--- src/rtl/mult8x8_seq_ctrl.sv ---
// Sequential 8x8 unsigned multiplier with a combined control FSM and datapath.
// The 16-bit product is built from four 4x4 partial products, one per clock.
// It also drives a 3-bit stage code to the 7-segment decoder: codes 0..3 show
// the active step, and code 3'b111 makes the decoder show "E".
module mult8x8_seq_ctrl (
  input  logic        clk,
  input  logic        rst_n,
  input  logic        start,
  input  logic [7:0]  dataa,
  input  logic [7:0]  datab,
  output logic [15:0] product,
  output logic        done,
  output logic        busy,
  output logic        err,
  output logic [2:0]  seg_sel
);

  // The 8x8 = 4 x (4x4) decomposition fixes the step count.
  localparam int STEPS = 4;
  localparam logic [1:0] LAST_STEP = 2'(STEPS - 1);

  typedef enum logic [1:0] {
    IDLE = 2'd0,
    CALC = 2'd1,
    DONE = 2'd2
  } state_t;

  state_t      r_state;
  logic [1:0]  r_count;
  logic [7:0]  r_a;
  logic [7:0]  r_b;
  logic [15:0] r_product;
  logic        r_done;
  logic        r_err;
  logic [2:0]  r_seg_sel;

  state_t      w_state_nxt;
  logic [1:0]  w_count_nxt;
  logic        w_err_nxt;
  logic [2:0]  w_seg_nxt;
  logic        w_accept;
  logic [3:0]  w_nib_a;
  logic [3:0]  w_nib_b;
  logic [7:0]  w_pp;
  logic [15:0] w_addend;

  // A start is accepted only outside CALC. In CALC it only flags an error.
  assign w_accept = start && (r_state != CALC);

  // Select the nibble pair for the current step and place the product at its weight.
  always_comb begin
    // NOTE: every signal written here gets a default first, so no latch is inferred.
    w_nib_a  = r_a[3:0];
    w_nib_b  = r_b[3:0];
    w_addend = '0;
    case (r_count)
      2'd0: begin w_nib_a = r_a[3:0]; w_nib_b = r_b[3:0]; end
      2'd1: begin w_nib_a = r_a[7:4]; w_nib_b = r_b[3:0]; end
      2'd2: begin w_nib_a = r_a[3:0]; w_nib_b = r_b[7:4]; end
      default: begin w_nib_a = r_a[7:4]; w_nib_b = r_b[7:4]; end
    endcase
    w_pp = {4'h0, w_nib_a} * {4'h0, w_nib_b};
    case (r_count)
      2'd0:    w_addend = {8'h00, w_pp};
      2'd1,
      2'd2:    w_addend = {4'h0, w_pp, 4'h0};
      default: w_addend = {w_pp, 8'h00};
    endcase
  end

  // Compute the next state, count and err. The stage code is derived from these
  // so that seg_sel changes on the same edge as the state.
  always_comb begin
    w_state_nxt = r_state;
    w_count_nxt = r_count;
    w_err_nxt   = r_err;
    case (r_state)
      IDLE, DONE: begin
        if (start) begin
          w_state_nxt = CALC;
          w_count_nxt = 2'd0;
          w_err_nxt   = 1'b0;
        end
      end
      CALC: begin
        if (start) w_err_nxt = 1'b1;
        if (r_count == LAST_STEP) begin
          w_state_nxt = DONE;
          w_count_nxt = 2'd0;
        end else begin
          w_count_nxt = r_count + 2'd1;
        end
      end
      default: begin
        w_state_nxt = IDLE;
        w_count_nxt = 2'd0;
      end
    endcase

    // The error display takes priority over the step display.
    if (w_err_nxt) begin
      w_seg_nxt = 3'b111;
    end else begin
      case (w_state_nxt)
        CALC:    w_seg_nxt = {1'b0, w_count_nxt};
        DONE:    w_seg_nxt = 3'b011;
        default: w_seg_nxt = 3'b000;
      endcase
    end
  end

  // Register the FSM, the operands, the accumulator and the outputs.
  // A reset clears everything at once, including any partial result.
  always_ff @(posedge clk or negedge rst_n) begin
    if (!rst_n) begin
      r_state   <= IDLE;
      r_count   <= 2'd0;
      r_a       <= 8'h00;
      r_b       <= 8'h00;
      r_product <= 16'h0000;
      r_done    <= 1'b0;
      r_err     <= 1'b0;
      r_seg_sel <= 3'b000;
    end else begin
      // NOTE: sequential state uses non-blocking assignments, so every register
      // in this block sees the values from before the edge.
      r_state   <= w_state_nxt;
      r_count   <= w_count_nxt;
      r_err     <= w_err_nxt;
      r_seg_sel <= w_seg_nxt;
      if (w_accept) begin
        r_a       <= dataa;
        r_b       <= datab;
        r_product <= 16'h0000;
        r_done    <= 1'b0;
      end else if (r_state == CALC) begin
        // The worst case is 0xFF * 0xFF = 0xFE01, so 16 bits cannot overflow.
        r_product <= r_product + w_addend;
        if (r_count == LAST_STEP) r_done <= 1'b1;
      end
    end
  end

  assign product = r_product;
  assign done    = r_done;
  assign busy    = (r_state == CALC);
  assign err     = r_err;
  assign seg_sel = r_seg_sel;

endmodule

--- config.mk ---
export PLATFORM = sky130hd
export DESIGN_NAME = mult8x8_seq_ctrl
export DESIGN_NICKNAME = d
export VERILOG_FILES = /design/src/rtl/mult8x8_seq_ctrl.sv
export SDC_FILE = /design/constraint.sdc
export NUM_CORES = 1
export LEC_CHECK = 0
export BUFFER_PORTS_ARGS = -buffer_cell sky130_fd_sc_hd__buf_2
export CAP_MARGIN = 10
export CORE_MARGIN = 2
export CORE_UTILIZATION = 40
export DETAILED_ROUTE_END_ITERATION = 10
export HOLD_SLACK_MARGIN = 0.03
export PLACE_DENSITY = 0.72
export SYNTH_ARGS = -nofsm -noshare
export SYNTH_HDL_FRONTEND = slang
export SYNTH_SLANG_ARGS = --single-unit
--- constraint.sdc ---
create_clock -name clk -period 5.4 [get_ports clk]
set_input_delay 1.08 -clock clk [delete_from_list [all_inputs] [get_ports clk]]
set_output_delay 1.08 -clock clk [all_outputs]
set_load 0.03 [all_outputs]
After elaboration in Yosys (flattened, before gate mapping)
Index checks and enable logic that the tools add are counted.
W data, S select, Z words.

cells by class
  $add $sub $neg = 2
  multiply operators = 1
  equal/unequal tests = 8
  mux-type cells = 19
  reductions and logical operators = 10

operator list
  kind                   number
  $mux W16               2
  $pmux W16 S2           1
  $add A16 B16 Y16       1
  $pmux W2 S2            3
  $eq A2 B2 Y1 const B   4
  $mul A4 B4 Y8          1
  $mux W2                4
  $mux W4                2
  $reduce_or A2 Y1       4
  $eq A2 B1 Y1 const B   3
  $mux W1                5
  $logic_not A2 Y1       2
  $reduce_bool A2 Y1     2
  $mux W3                1
  $add A2 B1 Y2 const B  1
  $ne A2 B1 Y1 const B   1
  $pmux W1 S2            1
  $reduce_and A2 Y1      1
  $logic_and A1 B1 Y1    1

word-level totals
  flip-flop bits (word level) = 41
  bits of input ports = 19
  output and inout bits = 22
  logic and storage cells = 48

Longest topological paths before layout
  depth in word-level cells = 8
  gate-level depth with buffers = 25
  depth with buffers taken out = 24

Least setup slack after synthesis
OpenSTA, ideal clock, no wires.

  path type = register to register
  start point = register r_count[0]
  end point = register r_product[12], in the netlist product[12]
  setup time = 130 ps
  data arrival time = 5455 ps
  setup slack = -185 ps
  stages on the path, launching flop included = 25
  buffers on the path = 1
  clock period less this slack = 5585 ps
  cells stage by stage = dfrtp_1 inv_1 ha_1 clkbuf_1 nor2_1 mux2i_1 or2_2 fa_1 inv_1 fa_1 ha_1 a211oi_1 nor2_1 o21a_1 nor2_1 xnor2_1 a22oi_1 nor2_1 ha_1 a211o_1 o32a_4 and3_4 o41ai_2 xor2_1 o21ai_1

between the ends
  longest elaborated chain between the ends = 8

ends and longest elaborated chain
  item                                        RTL line  text
  start, declared                             29        logic [1:0] r_count;
  start signal, assigned                      128       r_count <= w_count_nxt;
  $eq A2 B2 Y1, or another cell as far along  56, 63
  $reduce_or A2 Y1 (no line)                  n/a
  $mux W4                                     56        case (r_count)
  $mul A4 B4 Y8                               62        w_pp = {4'h0, w_nib_a} * {4'h0, w_nib_b};
  $pmux W16 S2 (*)                            63        case (r_count)
  $add A16 B16 Y16 (*)                        138       r_product <= r_product + w_addend;
  $mux W16 (*)                                136       end else if (r_state == CALC) begin
  $mux W16 (*)                                131       if (w_accept) begin
  end signal, assigned                        138
  end, declared                               32        logic [15:0] r_product;

Mark *: on every way between the ends. The rest lies on a longest branch, timed or not. The select of a mux whose other input is x is not followed.
A chain may end at the register's enable or synchronous reset.

Worst setup path after layout
  start point = register r_count[1]
  end point = register r_product[14], in the netlist product[14]

The elaborated chain is that of the path after synthesis.

==> flow_summary_export.csv <==
group,metric,value,unit
routing,drc,0,
synth,synth_warnings,0,
hold_path,min_path_type,"flip-flop to flip-flop",
worst_setup_path,r2r-end,"product[14]",
worst_setup_path,ff2ff_path_depth,23,
layout,fin_cells,462,
synth,synth_top_area_share,0.336,
run_status,status,"finished clean",
synth,synth.net_count,358,
timing,final.setup.tns,0,ns
layout,seqCellArea,1000,µm²
synth,synth_cell_types,45,
placed_design,portBuffers,40,
synth,synthTopCellsByArea,"dfrtp_1 (34%), ha_1 (14%), mux2_2 (6.0%)",
worst_setup_path,required,5.55,ns
timing,min_period,5.37,ns
routing,avgViaCountPerCell,5.30,
timing,max_freq,186,MHz
hold_path,min_to,"r_b[3]",
clocking,cts.sinks,40,
timing,maxSlewHeadroom,0.297,
routing,num_vias,2450,
clocking,clkLatencyLatePin,0.30,ns
routing,wl_per_cell,14.2,µm
clocking,cts_tree,"done",
routing,drtPass1Iterations,4,
synth,mappedNetlistArea,2980,µm²
clocking,numCtsBuffers,5,
synth,synth_edf_count,0,
worst_setup_path,crit_path_max_fanout,4,
worst_setup_path,startpoint_type,"flip-flop",
timing,rsz0062_at_grt,"yes",
floorplan,die-area,8160,µm²
clocking,root_buffer,"clkbuf_8",
placed_design,gp_congestion,0.930,
floorplan,rows,31,
synth,syn_inst,301,
synth,avgSynthCellArea,9.90,µm²
clocking,cts_max_path_buffers,2,
grt,grt_use_total,0.166,
layout,diodes,0,
synth,synth_top_flop_cell,"dfrtp_1",
hold_path,min_from,"r_b[3]",
timing,setup_violations,0,
run,cap_violations,0,
layout,drive_gt1_frac,0.353,
floorplan,core,7250,µm²
layout,nets,419,
timing,hold_viol,0,
worst_setup_path,end_kind,"flip-flop",
worst_setup_path,ff2ff_setup_slack,0.03,ns
routing,wirelength,6.58,mm
grt,grt_max_degree,41,
layout,fillCellCount,669,
grt,grt_pass1_vias,2362,
synth,synth_top_area_cell,"dfrtp_1",
synth,ys_ff_latch,40,
timing,fin_skew,0.0101,ns
grt,antenna_found_initial,0,
synth,async_flop_share,1.00,
floorplan,die_h,90.3,µm
floorplan,fp.dieW,90.3,µm
routing,drtIter0Drc,149,
layout,multi_input_area,2080,µm²
timing,finalCritPeriodShare,0.994,
grt,grt_pass1_wl,11.2,mm
hold_path,hold_path_depth,1,
timing,tightestPinTransition,1.05,ns
worst_setup_path,critPathArrivalTime,5.51,ns
clocking,h-tree-depth,2,
synth,ys_seq_area_frac,0.336,
floorplan,ios,41,
clocking,clkTransAtPathRegs,0.09,ns
layout,synthToLayoutAreaGrowth,26.0,%
placed_design,placed_cells,447,
timing,report.final.slew_viol_count,0,
worst_setup_path,r2r-start,"r_count[1]",
routing,antenna_left,0,
placed_design,hpwl,4.88,mm
grt,grt_overflow_total,0,
floorplan,start_util,0.411,
worst_setup_path,worstSetupPathType,"flip-flop to flip-flop",
-- synthesized netlist by cell type, types with 4 or more instances --
master and n:
mux2_2 16, xor2_1 7, ha_1 33, clkbuf_1 10, xnor2_1 9, o21ai_0 23
or2_2 4, a21oi_1 11, dfrtp_1 40, a22o_1 6, nor2_1 29, mux2i_1 9
a22oi_1 5, nand2_1 13, fa_1 5, a21o_1 7, a211oi_1 4, inv_1 13
nand3b_1 15
-- layout by cell type, fill, tap and decap left out, types with 4 or more instances in the layout --
cell,netlist,final
a21o_1,7,7
a21oi_1,11,7
a22o_1,6,6
a22oi_1,5,4
buf_2,0,40
buf_4,1,25
clkbuf_8,0,5
dfrtp_1,40,40
fa_1,5,4
ha_1,33,26
ha_4,0,4
inv_1,13,10
mux2_2,16,16
mux2i_1,9,7
nand2_1,13,13
nand3b_1,15,15
nor2_1,29,26
o21ai_0,23,17
o21ai_1,1,5
xnor2_1,9,6
xor2_1,7,7
-- area by class of cell --
cell class / count / share of cell area
multi-input combinational: 236 / 0.553
clock buffer: 5 / 0.0183
clock inverter: 3 / 0.0123
tap: 99 / 0.0330
sequential: 40 / 0.266
inverter: 14 / 0.0140
timing repair buffer: 65 / 0.103
-- worst max-delay path: stages (launching register included) --
cell      delay [ns]
dfrtp_1         0.40
inv_2           0.07
ha_4            0.18
nor2_4          0.18
mux2i_1         0.12
or2_4           0.27
fa_1            0.56
inv_2           0.04
fa_1            0.60
ha_4            0.22
a211oi_2        0.23
nor2_1          0.08
o21a_1          0.18
nor2_2          0.14
xnor2_2         0.08
a22oi_2         0.16
nor2_1          0.07
ha_1            0.34
a211o_1         0.27
o32a_4          0.33
a31o_4          0.24
a31oi_4         0.18
xor2_1          0.19
o21ai_1         0.08
-- sequential cells by signal, indices dropped and copies added, names as in the netlist --
signal,flops
done,1
err,1
product,16
r_a,8
r_b,8
r_count,2
r_state,2
seg_sel,2
-- stage by stage --
step | setup slack (ns) | util | hold slack (ns) | area (µm²)
5_1_grt | -0.238 | 0.518 | 0.530 | 3760
3_5_place_dp | -0.177 | 0.470 | 0.488 | 3410
2_1_floorplan | 0.0100 | - | 0.479 | 3000
4_1_cts | 0.00738 | 0.496 | 0.514 | 3600
3_3_place_gp | 0.0158 | 0.470 | 0.485 | 3410
6_report | 0.0340 | 0.518 | 0.510 | 3760
-- cells by family (layout without fill, tap and decap cells) --
family,Yosys count,count (layout),share of synthesized area
AOI/OAI and AO/OA,74,74,0.171
adders and majority gates,38,38,0.172
DFF,40,40,0.336
buffers and inverters,25,87,0.0327
muxes,25,25,0.0907
and+or+nand+nor,83,83,0.151
xor gates and xnor gates,16,16,0.0470
-- per-layer routing --
layer  up-vias  share of wire  track usage
met5         -              0            0
met4         0          0.018       0.0385
met3        12          0.033       0.0359
met2        47           0.50        0.279
met1      1185           0.45        0.220
li1       1206              -            -
-- worst max-delay path by stage --
stage / from / endpoint / slack, ns / cells after the start
2_1_floorplan: r_count[0] / product[12] / 0.01 / 24
3_3_place_gp: r_count[0] / product[15] / 0.02 / 23
3_5_place_dp: r_count[0] / product[12] / -0.18 / 23
4_1_cts: r_count[0] / product[13] / 0.007 / 23
5_1_grt: r_count[1] / product[14] / -0.24 / 23
6_report: r_count[1] / product[14] / 0.03 / 23
-- what timing repair did --
item / 4_1_cts / 5_1_grt
gates resized for setup: 11 / 29
pin swaps: 8 / 20
setup buffers: 3 / 4
cloned: 0 / 0
endpoints found under the setup margin: 4 / 6
endpoints found under the hold margin: 0 / 0
hold buffers: 0 / 0
Power is left out: the tool's default activity adds up to more than one toggle a clock period on the data nets, which glitch-free logic cannot reach.
